==> src/rtl/pipeline_skid_reg.sv <==
// Elastic valid/ready pipeline stage with a two-entry skid buffer and synchronous flush.
// Optional stall counter output enabled by defining PIPEREG_STALL_CNT_EN.
//
// state | meaning
// EMPTY | no beat held, out_valid low
// ONE   | main holds the head beat
// TWO   | main holds head, skid holds the next beat; upstream stalled
module pipeline_skid_reg #(
  parameter int N = 32
) (
  input  logic         clk,
  input  logic         rest,
  input  logic         flush,
  input  logic         in_valid,
  output logic         in_ready,
  input  logic [N-1:0] in,
  output logic         out_valid,
  input  logic         out_ready,
  output logic [N-1:0] out,
`ifdef PIPEREG_STALL_CNT_EN
  output logic [1:0]   occupancy,
  output logic [15:0]  stall_cnt
`else
  output logic [1:0]   occupancy
`endif
);

  typedef enum logic [1:0] {
    EMPTY = 2'd0,
    ONE   = 2'd1,
    TWO   = 2'd2
  } state_t;

  state_t       state;
  logic [N-1:0] main_q;
  logic [N-1:0] skid_q;
  logic         push;
  logic         pop;

  // Handshake outputs come from registered state only, so in_ready never sees out_ready.
  assign in_ready  = (state != TWO);
  assign out_valid = (state != EMPTY);
  assign occupancy = state;
  assign out       = main_q;

  assign push = in_valid & in_ready;
  assign pop  = out_valid & out_ready;

  always_ff @(posedge clk) begin
    if (rest) begin
      state  <= EMPTY;
      main_q <= '0;
      skid_q <= '0;
    end else if (flush) begin
      state <= EMPTY;
    end else begin
      case (state)
        EMPTY: begin
          if (push) begin
            main_q <= in;
            state  <= ONE;
          end
        end
        ONE: begin
          if (push && pop) begin
            main_q <= in;
          end else if (push) begin
            skid_q <= in;
            state  <= TWO;
          end else if (pop) begin
            state <= EMPTY;
          end
        end
        TWO: begin
          if (pop) begin
            main_q <= skid_q;
            state  <= ONE;
          end
        end
        default: state <= EMPTY;
      endcase
    end
  end

`ifdef PIPEREG_STALL_CNT_EN
  logic [15:0] stall_q;

  // Counts every backpressured cycle, flush included; saturates rather than wrapping.
  always_ff @(posedge clk) begin
    if (rest) begin
      stall_q <= '0;
    end else if (out_valid && !out_ready && (stall_q != 16'hFFFF)) begin
      stall_q <= stall_q + 16'd1;
    end
  end

  assign stall_cnt = stall_q;
`endif

endmodule
==> config.mk <==
export PLATFORM = sky130hd
export DESIGN_NAME = pipeline_skid_reg
export DESIGN_NICKNAME = d
export VERILOG_FILES = /design/src/rtl/pipeline_skid_reg.sv
export SDC_FILE = /design/constraint.sdc
export NUM_CORES = 1
export LEC_CHECK = 0
export ABC_AREA = 1
export CAP_MARGIN = 20
export CORE_UTILIZATION = 30
export DETAILED_ROUTE_END_ITERATION = 10
export GPL_ROUTABILITY_DRIVEN = 0
export PLACE_DENSITY = 0.53
export SYNTH_ARGS = -nofsm -noshare
export SYNTH_HDL_FRONTEND = slang
export SYNTH_SLANG_ARGS = --single-unit
export TNS_END_PERCENT = 50
==> constraint.sdc <==
create_clock -name clk -period 2.6 [get_ports clk]
set_input_delay 0.26 -clock clk [delete_from_list [all_inputs] [get_ports clk]]
set_output_delay 0.26 -clock clk [all_outputs]
set_load 0.1 [all_outputs]
==> results_dict.tcl <==
set metrics [dict create \
    die_w_um 105 \
    finalSetupViolations 0 \
    core_area_um2 10400 \
    gr-max-usage-layer "met2" \
    die_h_um 105 \
    netlist_area_um2 3210 \
    gr-total-overflow 0 \
    drive_above_1_share_pct 13.0 \
    root_buffer "clkbuf_8" \
    ios 73 \
    cp.required_ps 2340 \
    num_vias 3248 \
    cts_tree "built" \
    power.leakage_nw 1.88 \
    dp_hpwl_um 5750 \
    grt_pass1_wl_um 15200 \
    ir_drop_v 0.000283 \
    ant_nets 0 \
    grt_pass1_vias 3069 \
    finish.utilization_pct 40.0 \
    fmax_mhz 472 \
    crit_path_max_fanout 36 \
    hold_slack_ps 462 \
    rsz0062_at_grt "false" \
    maxCapViolCount 0 \
    cts_hold_buf 0 \
    grtUsageMet1_pct 23.8 \
    power.density_nw_per_um2 650 \
    port_buffers 72 \
    diodes 0 \
    start_util_pct 31.0 \
    syn_inst 488 \
    grt_max_degree 65 \
    route.detailed.drc 0 \
    crit_chain "inv_2 -> nand2_2 -> buf_4 -> buf_12" \
    dr.pass1.iters 4 \
    nNetsFinal 580 \
    cts_resized 0 \
    clk_pin_slew_ps 70 \
    min_period_ps 2120 \
    hp-class "reg2reg" \
    syn_to_final_growth_pct 29.2 \
    worst_slew_pin_slew_ps 709 \
    via_per_inst 4.75 \
    cts.sinks 66 \
    cpLargestDelayFamily "buffers and inverters" \
    drtIter0Drc 164 \
    cts_inserted_buffers 9 \
    min_period_over_period_pct 81.5 \
    drv_slew 0 \
    die_area_um2 11100 \
    ys_ff_latch 66 \
    synth_fp_nets 525 \
    synth_warnings 0 \
    arrival_ps 1860 \
    htreeDepth 3 \
    final_common_cell "nand2_1" \
    clockBufferDepth 2 \
    post-cts-setup-buffers 0 \
    yosysSeqAreaShare_pct 41.2 \
    avgRoutedWirePerCell_um 13.3 \
    grtUsageMet2_pct 26.9 \
    rows 37 \
    synth.distinct_cells 19 \
    setup_tns_ps 0 \
    hold_viol 0 \
    critPathBufInv 3 \
    grt_use_met3_pct 3.46 \
    syn_avg_cell_area_um2 6.58 \
    worstSetupPathType "reg2out" \
    reg2reg_slack_ps 500 \
    max_stage_delay_ps 530 \
    cp-start-kind "flop" \
    finalPower_mw 2.70 \
    cp-end-kind "output pin" \
    slew_headroom_pct 52.6 \
    mostFrequentLayoutCells "nand2_1, nand3_1, dfxtp_1" \
    crit_slowest_cell "inv_2" \
    antenna_found_initial 0 \
    fin_worst_skew_ps 13.5 \
    clk_latency_ps 350 \
    track_usage_pct 17.2 \
    wl_um 9120 \
    status "finished, final reports clean" \
]
## power by group
part | internal, mW | switching (mW)
sequential | 1.06 | 0.0288
combinational | 0.177 | 0.489
clock | 0.539 | 0.405
total | 1.78 | 0.922
## Yosys cell counts (all sizes together)
cell / number / area (um2)
nand3: 96 / 480
a211oi: 1 / 7.51
nor2: 39 / 171
dfxtp: 66 / 1320
inv: 39 / 146
a21oi: 64 / 320
o21ai: 1 / 5.00
nor3: 1 / 5.00
clkbuf: 6 / 22.5
nand2: 142 / 556
buf: 32 / 164
a21boi: 1 / 11.3
## metrics by stage
step | cells | instance area [um2] | setup WS [ps]
2_1_floorplan | 488 | 3210 | 8.93
3_3_place_gp | 668 | 3940 | 443
3_5_place_dp | 668 | 3940 | 436
4_1_cts | 684 | 4150 | 452
5_1_grt | 684 | 4150 | 273
6_report | 684 | 4150 | 481
## worst min-delay path, cell delays in order, from the launching register on
cell     delay, ps
dfxtp_1        310
nand2_1         60
a21oi_1         50
## worst paths after layout
| path | start | endpoint | cells after the start |
|---|---|---|---|
| setup / recovery | occupancy[0]$_SDFFE_PP0P_ | in_ready | 4 |
| hold / removal | skid_q[19]$_SDFFE_PP0P_ | skid_q[19]$_SDFFE_PP0P_ | 2 |
| setup reg to reg | occupancy[0]$_SDFFE_PP0P_ | out[18]$_SDFFE_PP0P_ | 6 |
| hold reg to reg | skid_q[19]$_SDFFE_PP0P_ | skid_q[19]$_SDFFE_PP0P_ | 2 |
## cell type report
type,count,area [um2]
timing repair buffer,82,743
sequential,66,1320
fill,1118,6220
multi-input combinational,345,1560
inverter,39,146
clock inverter,5,78.8
clock buffer,11,131
tap,136,170
## registers in the layout, indices dropped and copies added (netlist names)
name       cells
skid_q        32
out           32
occupancy      2
## cell families after synthesis
logic type	share of synthesized area, %
buf+inv	10.4
flops	41.2
simple gates	37.8
compound gates	10.7
## per-layer routing
metal	part of all wire (%)	vias to the layer above
li1	-	1676
met1	51	1494
met2	44	68
met3	3.7	10
met4	1.2	0
met5	0	-
Note: power is estimated with default switching activity, not from simulation.
